[config.mk]
export PLATFORM = sky130hd
export DESIGN_NAME = dmem_arbiter_flat
export DESIGN_NICKNAME = d
export VERILOG_FILES = /design/src/rtl/dmem_arbiter_if.sv /design/src/rtl/dmem_arbiter.sv /design/src/flat_wrapper.sv
export SDC_FILE = /design/constraint.sdc
export NUM_CORES = 1
export LEC_CHECK = 0
export CAP_MARGIN = 40
export CELL_PAD_IN_SITES_DETAIL_PLACEMENT = 1
export CELL_PAD_IN_SITES_GLOBAL_PLACEMENT = 1
export CORE_AREA = 2 2 121 123
export DETAILED_ROUTE_END_ITERATION = 10
export DIE_AREA = 0 0 123 125
export DONT_BUFFER_PORTS = 1
export MAX_ROUTING_LAYER = met4
export PLACE_DENSITY = 0.49
export SYNTH_ARGS = -nofsm -noshare
export SYNTH_HDL_FRONTEND = slang
export SYNTH_SLANG_ARGS = --single-unit
[constraint.sdc]
create_clock -name clock -period 1.9 [get_ports clock]
set_clock_uncertainty 0.2 [all_clocks]
set_input_delay 0.19 -clock clock [delete_from_list [all_inputs] [get_ports clock]]
set_output_delay 0.19 -clock clock [all_outputs]
set_load 0.03 [all_outputs]
[src/rtl/dmem_arbiter_if.sv]
// dmem_arbiter_if: bundle of the two requester ports (CPU = port 0,
// DMA = port 1) and the shared memory command/response port.
//   slave  : arbiter side (takes requests and mem_dout, drives grants,
//            read returns and the memory command)
//   master : requester/memory side (the mirror image)
interface dmem_arbiter_if #(
    parameter int AW = 32,
    parameter int DW = 32
);
    logic          req0, req1;
    logic          lock0, lock1;
    logic          we0, we1;
    logic [AW-1:0] addr0, addr1;
    logic [DW-1:0] wdata0, wdata1;
    logic [2:0]    op0, op1;
    logic          gnt0, gnt1;
    logic          rvalid0, rvalid1;
    logic [DW-1:0] rdata0, rdata1;
    logic [AW-1:0] mem_addr;
    logic [DW-1:0] mem_din;
    logic [2:0]    mem_op;
    logic          mem_we, mem_re;
    logic [DW-1:0] mem_dout;

    modport slave (
        input  req0, req1, lock0, lock1, we0, we1, addr0, addr1,
               wdata0, wdata1, op0, op1, mem_dout,
        output gnt0, gnt1, rvalid0, rvalid1, rdata0, rdata1,
               mem_addr, mem_din, mem_op, mem_we, mem_re
    );

    modport master (
        output req0, req1, lock0, lock1, we0, we1, addr0, addr1,
               wdata0, wdata1, op0, op1, mem_dout,
        input  gnt0, gnt1, rvalid0, rvalid1, rdata0, rdata1,
               mem_addr, mem_din, mem_op, mem_we, mem_re
    );
endinterface

[src/rtl/dmem_arbiter.sv]
// dmem_arbiter: two-port (CPU/DMA) data memory arbiter with locked bursts.
// Ports:
//   clock  - single clock, all state on posedge
//   reset  - asynchronous, active-high
//   bus    - dmem_arbiter_if.slave: requests, grants, read returns and the
//            memory command (mem_*) / read data (mem_dout)
// Grants are combinational from the current requests and the arbiter
// state. A locked owner keeps the memory until it drops lock or req, or
// until it has used MAX_BURST beats while the other port is waiting.
module dmem_arbiter #(
    parameter int AW        = 32,
    parameter int DW        = 32,
    parameter int MAX_BURST = 8
) (
    input  logic           clock,
    input  logic           reset,
    dmem_arbiter_if.slave  bus
);
    typedef enum logic [1:0] {IDLE, OWN0, OWN1} state_t;

    localparam logic [7:0] MAX_B = 8'(MAX_BURST);

    state_t        state_q, state_d;
    logic          last_q, last_d;
    logic [7:0]    cnt_q, cnt_d;
    logic          rvalid0_q, rvalid0_d;
    logic          rvalid1_q, rvalid1_d;
    logic          g0, g1, gnt0, gnt1, limit;
    logic [AW-1:0] m_addr;
    logic [DW-1:0] m_din;
    logic [2:0]    m_op;
    logic          m_we, m_re;

    always_comb begin
        g0      = 1'b0;
        g1      = 1'b0;
        limit   = 1'b0;
        state_d = state_q;
        cnt_d   = cnt_q;
        case (state_q)
            IDLE: begin
                // Contention goes to the port that was not granted last.
                if (bus.req0 && (!bus.req1 || last_q)) g0 = 1'b1;
                else if (bus.req1)                      g1 = 1'b1;
                if (g0 && bus.lock0) begin
                    state_d = OWN0;
                    cnt_d   = 8'd1;
                end else if (g1 && bus.lock1) begin
                    state_d = OWN1;
                    cnt_d   = 8'd1;
                end
            end
            OWN0: begin
                // Once the burst budget is spent, a waiting peer forces a
                // release; >= so a burst that ran long while the peer was
                // idle still yields as soon as the peer shows up.
                limit = (cnt_q >= MAX_B) && bus.req1;
                g0    = bus.req0 && !limit;
                if (g0 && bus.lock0) begin
                    cnt_d = (cnt_q == 8'hFF) ? cnt_q : cnt_q + 8'd1;
                end else begin
                    state_d = IDLE;
                    cnt_d   = 8'd0;
                end
            end
            OWN1: begin
                limit = (cnt_q >= MAX_B) && bus.req0;
                g1    = bus.req1 && !limit;
                if (g1 && bus.lock1) begin
                    cnt_d = (cnt_q == 8'hFF) ? cnt_q : cnt_q + 8'd1;
                end else begin
                    state_d = IDLE;
                    cnt_d   = 8'd0;
                end
            end
            default: begin
                state_d = IDLE;
                cnt_d   = 8'd0;
            end
        endcase
    end

    // No beat may leave while reset is held, even though requests may be up.
    assign gnt0 = g0 && !reset;
    assign gnt1 = g1 && !reset;

    always_comb begin
        last_d    = last_q;
        if (gnt0) last_d = 1'b0;
        if (gnt1) last_d = 1'b1;
        rvalid0_d = gnt0 && !bus.we0;
        rvalid1_d = gnt1 && !bus.we1;
    end

    always_comb begin
        m_addr = '0;
        m_din  = '0;
        m_op   = '0;
        m_we   = 1'b0;
        m_re   = 1'b0;
        if (gnt0) begin
            m_addr = bus.addr0;
            m_din  = bus.wdata0;
            m_op   = bus.op0;
            m_we   = bus.we0;
            m_re   = !bus.we0;
        end else if (gnt1) begin
            m_addr = bus.addr1;
            m_din  = bus.wdata1;
            m_op   = bus.op1;
            m_we   = bus.we1;
            m_re   = !bus.we1;
        end
    end

    always_ff @(posedge clock or posedge reset) begin
        if (reset) begin
            state_q   <= IDLE;
            last_q    <= 1'b1;
            cnt_q     <= 8'd0;
            rvalid0_q <= 1'b0;
            rvalid1_q <= 1'b0;
        end else begin
            state_q   <= state_d;
            last_q    <= last_d;
            cnt_q     <= cnt_d;
            rvalid0_q <= rvalid0_d;
            rvalid1_q <= rvalid1_d;
        end
    end

    assign bus.gnt0     = gnt0;
    assign bus.gnt1     = gnt1;
    assign bus.mem_addr = m_addr;
    assign bus.mem_din  = m_din;
    assign bus.mem_op   = m_op;
    assign bus.mem_we   = m_we;
    assign bus.mem_re   = m_re;
    // Memory returns read data the cycle after mem_re; steer it to the
    // port that issued that read.
    assign bus.rvalid0  = rvalid0_q;
    assign bus.rvalid1  = rvalid1_q;
    assign bus.rdata0   = rvalid0_q ? bus.mem_dout : '0;
    assign bus.rdata1   = rvalid1_q ? bus.mem_dout : '0;
endmodule

[src/flat_wrapper.sv]
// flat-port wrapper written by rule: the top's interface ports become plain ports
module dmem_arbiter_flat 
#(
    parameter int AW        = 32,
    parameter int DW        = 32,
    parameter int MAX_BURST = 8
)
  (clock, reset, bus_req0, bus_req1, bus_lock0, bus_lock1, bus_we0, bus_we1, bus_addr0, bus_addr1, bus_wdata0, bus_wdata1, bus_op0, bus_op1, bus_mem_dout, bus_gnt0, bus_gnt1, bus_rvalid0, bus_rvalid1, bus_rdata0, bus_rdata1, bus_mem_addr, bus_mem_din, bus_mem_op, bus_mem_we, bus_mem_re);
  dmem_arbiter_if #(.AW(AW), .DW(DW)) bus_i ();
  input  logic clock;
  input  logic reset;
  input wire logic [$bits(bus_i.req0)-1:0] bus_req0;
  input wire logic [$bits(bus_i.req1)-1:0] bus_req1;
  input wire logic [$bits(bus_i.lock0)-1:0] bus_lock0;
  input wire logic [$bits(bus_i.lock1)-1:0] bus_lock1;
  input wire logic [$bits(bus_i.we0)-1:0] bus_we0;
  input wire logic [$bits(bus_i.we1)-1:0] bus_we1;
  input wire logic [$bits(bus_i.addr0)-1:0] bus_addr0;
  input wire logic [$bits(bus_i.addr1)-1:0] bus_addr1;
  input wire logic [$bits(bus_i.wdata0)-1:0] bus_wdata0;
  input wire logic [$bits(bus_i.wdata1)-1:0] bus_wdata1;
  input wire logic [$bits(bus_i.op0)-1:0] bus_op0;
  input wire logic [$bits(bus_i.op1)-1:0] bus_op1;
  input wire logic [$bits(bus_i.mem_dout)-1:0] bus_mem_dout;
  output wire logic [$bits(bus_i.gnt0)-1:0] bus_gnt0;
  output wire logic [$bits(bus_i.gnt1)-1:0] bus_gnt1;
  output wire logic [$bits(bus_i.rvalid0)-1:0] bus_rvalid0;
  output wire logic [$bits(bus_i.rvalid1)-1:0] bus_rvalid1;
  output wire logic [$bits(bus_i.rdata0)-1:0] bus_rdata0;
  output wire logic [$bits(bus_i.rdata1)-1:0] bus_rdata1;
  output wire logic [$bits(bus_i.mem_addr)-1:0] bus_mem_addr;
  output wire logic [$bits(bus_i.mem_din)-1:0] bus_mem_din;
  output wire logic [$bits(bus_i.mem_op)-1:0] bus_mem_op;
  output wire logic [$bits(bus_i.mem_we)-1:0] bus_mem_we;
  output wire logic [$bits(bus_i.mem_re)-1:0] bus_mem_re;
  assign bus_i.req0 = bus_req0;
  assign bus_i.req1 = bus_req1;
  assign bus_i.lock0 = bus_lock0;
  assign bus_i.lock1 = bus_lock1;
  assign bus_i.we0 = bus_we0;
  assign bus_i.we1 = bus_we1;
  assign bus_i.addr0 = bus_addr0;
  assign bus_i.addr1 = bus_addr1;
  assign bus_i.wdata0 = bus_wdata0;
  assign bus_i.wdata1 = bus_wdata1;
  assign bus_i.op0 = bus_op0;
  assign bus_i.op1 = bus_op1;
  assign bus_i.mem_dout = bus_mem_dout;
  assign bus_gnt0 = bus_i.gnt0;
  assign bus_gnt1 = bus_i.gnt1;
  assign bus_rvalid0 = bus_i.rvalid0;
  assign bus_rvalid1 = bus_i.rvalid1;
  assign bus_rdata0 = bus_i.rdata0;
  assign bus_rdata1 = bus_i.rdata1;
  assign bus_mem_addr = bus_i.mem_addr;
  assign bus_mem_din = bus_i.mem_din;
  assign bus_mem_op = bus_i.mem_op;
  assign bus_mem_we = bus_i.mem_we;
  assign bus_mem_re = bus_i.mem_re;
  dmem_arbiter #(.AW(AW), .DW(DW), .MAX_BURST(MAX_BURST)) u_core (.clock(clock), .reset(reset), .bus(bus_i));
endmodule
==> impl_metrics.tcl <==
set metrics [dict create \
    ant_nets 0 \
    finalCritPeriodShare_pct 122 \
    clock_latency_ns 0.24 \
    core-area_um2 14200 \
    nets 444 \
    dp_hpwl_um 7470 \
    cap_violations 0 \
    path_cells "nor4b_2, a41o_1, a21o_1, and2_4, clkbuf_16, a22o_4" \
    p_switching_mw 1.09 \
    initial_utilization_pct 13.6 \
    dp.cells 430 \
    swShare_pct 47.4 \
    grt_pass1_wl_um 13400 \
    p_int_mw 1.21 \
    netlist_area_um2 1930 \
    grt_overflow_total 0 \
    ff_latch_area_um2 327 \
    min_period_ns 2.33 \
    leakage_nw 1.47 \
    multi_input_area_um2 2060 \
    p_per_area_nw_per_um2 710 \
    yosysSeqAreaShare_pct 16.9 \
    grt_pass1_vias 2187 \
    synth_warnings 0 \
    peakVddDrop_v 0.000335 \
    synth_cell_types 33 \
    grt_max_degree 34 \
    htreeDepth 1 \
    clkTransAtPathRegs_ns 0.05 \
    die_y_um 125 \
    placement.io_buffers 0 \
    final_cell_count_no_fill 451 \
    hold_class "in2reg" \
    hold_viol 1 \
    r2r_end "u_core.bus.rvalid1" \
    antenna_found_initial 0 \
    r2r_slack_ns 0.09 \
    timing.fmax_mhz 430 \
    std_cell_rows 44 \
    cp-end-kind "output port" \
    cts_tree "yes" \
    numCtsBuffers 3 \
    fp.dieW_um 123 \
    timing.final.max_slew_violations 0 \
    vias 2260 \
    crit_family "simple AND/OR/NAND/NOR gates" \
    p_seq_share_pct 14.7 \
    start_kind "register" \
    cp.arrival_ns 1.94 \
    synthesis.nets 416 \
    power_mw 2.30 \
    routed_wl_um 10300 \
    path_buf_inv 1 \
    min_to "u_core.state_q[1]" \
    ys_seq_elements 13 \
    hold_ws_ns -0.0513 \
    diodes 0 \
    path_max_fanout 14 \
    final_area_um2 3230 \
    violations "negative hold slack, negative setup slack" \
    finalSetupViolCount 71 \
    avgRoutedWirePerCell_um 22.9 \
    slowest_delay_ns 0.41 \
    avgSynthCellArea_um2 8.03 \
    whs_path_depth 2 \
    cts_hold_buf 6 \
    p_clk_share_pct 17.5 \
    slew_headroom_pct 77.0 \
    rsz0062_at_grt "yes" \
    cp.required_ns 1.51 \
    crit_slowest_cell "dfrtp_1" \
    vias_per_cell 5.01 \
    synthCells 240 \
    nFillCells 1647 \
    cts_root_buffer "clkbuf_16" \
    drc 0 \
    drt_iter0_drc 80 \
    dieArea_um2 15400 \
    gp_congestion 0.815 \
    clkSinkCount 13 \
    path_depth 6 \
    min_from "bus_req0" \
    grt_util_all_layers_pct 11.8 \
    drt_first_pass_iters 4 \
    io-pin-count 311 \
    cts_buffer_depth 2 \
    worstMarginPinSlew_ns 0.344 \
    ff2ff_path_depth 6 \
    combPwrFrac_pct 67.8 \
    final_cell_mix "a22o_4, and2_1, buf_4" \
    status "finished with violations" \
    path_class "reg2out" \
    place_area_um2 2420 \
    reg2reg_from "u_core.cnt_q[4]" \
    final_common_cell "a22o_4" \
    fin_ws_ns -0.426 \
    area_delta_synth_final_pct 67.9 \
    drive_gt1_share_pct 46.8 \
]
## worst register-to-register path, delay by kind of cell (launching register included)
kind	cells	cell delay (ns)
simple gates	3	0.67
flops	1	0.41
buf+inv	1	0.20
compound gates	2	0.27
## metrics by stage
step                worst slack, ns  hold WS, ns  utilization, %  setup TNS, ns
floorplan                    -0.166       -0.123               -          -7.74
global placement             -0.239      -0.0730            17.0         -14.63
detailed placement           -0.284      -0.0671            17.0         -17.50
CTS                          -0.453      -0.0336            21.4         -30.70
global route                 -0.524      -0.0452            22.8         -35.86
finish                       -0.426      -0.0513            22.8         -27.93
## registers in the layout (all words and copies together), names as in the netlist
name,flops
u_core.cnt_q,8
u_core.bus.rvalid1,1
u_core.bus.rvalid0,1
u_core.state_q,2
u_core.last_q,1
## layer usage
metal  track usage [%]  wire length [µm]  vias up
met1              14.8              4340     1086
met5                 -                 0        -
li1                  -                 -      964
met2              20.3              5170      202
met3             0.958               724        8
met4              3.14               109        0
## final cells by class
cell class	instances	area share (%)
clock buffers	4	2.44
inverters	7	0.812
multi-input cells	197	63.6
repair buffers	46	15.9
flip-flops and latches	13	10.1
well taps	184	7.12
## power groups by stage
stage	clock network, mW	registers [mW]	logic (mW)
after floorplan	0	0.348	1.06
after global placement	0	0.339	1.20
after detailed placement	0	0.340	1.22
after CTS	0.417	0.336	1.45
after global routing	0.432	0.340	1.63
final	0.402	0.336	1.56
## cell usage after synthesis (all sizes together)
master	count	area [µm²]
a2111o	1	11.3
a21bo	1	10.0
a21boi	2	15.0
a21o	2	15.0
a21oi	13	65.1
a22o	69	604
a22oi	1	7.51
a31oi	2	12.5
a41o	1	10.0
a41oi	1	8.76
and2	67	419
and3	2	12.5
buf	18	148
clkbuf	7	26.3
dfrtp	12	300
dfstp	1	26.3
ha	2	25.0
inv	7	26.3
nand2	4	15.0
nand3	3	15.0
nand4	2	12.5
nor2	7	26.3
nor2b	1	6.26
nor3	1	10.0
nor3b	2	15.0
nor4b	1	15.0
nor4bb	1	10.0
o2111ai	1	8.76
o21ai	4	20.0
o21bai	1	7.51
o31ai	3	22.5
## kinds of logic (layout without fill, tap and decap cells)
| family | after synthesis | after routing | share of synthesized area (%) |
|---|---|---|---|
| AOI/OAI and AO/OA | 102 | 104 | 42.5 |
| and+or+nand+nor | 91 | 91 | 28.9 |
| adders and majority gates | 2 | 2 | 1.30 |
| DFF | 13 | 13 | 16.9 |
| buffers and inverters | 32 | 57 | 10.4 |
## worst max path at each step
stage | start | slack [ns] | end
after detailed placement | u_core.state_q[1] | -0.28 | bus_mem_din[12]
after global routing | u_core.state_q[1] | -0.52 | bus_mem_din[1]
after floorplan | u_core.cnt_q[4] | -0.17 | bus_mem_din[27]
after global placement | u_core.cnt_q[6] | -0.24 | bus_mem_din[12]
final | u_core.state_q[1] | -0.43 | bus_mem_addr[8]
after CTS | u_core.state_q[1] | -0.45 | bus_mem_din[12]
## timing repair
item | CTS | global route
gates cloned | 2 | 6
setup endpoints to repair | 79 | 81
resized for setup | 62 | 12
endpoints found under the hold margin | 17 | 1
pin swaps | 2 | 6
setup buffers | 1 | 2
No activity file was read; power rests on OpenSTA's default activity.
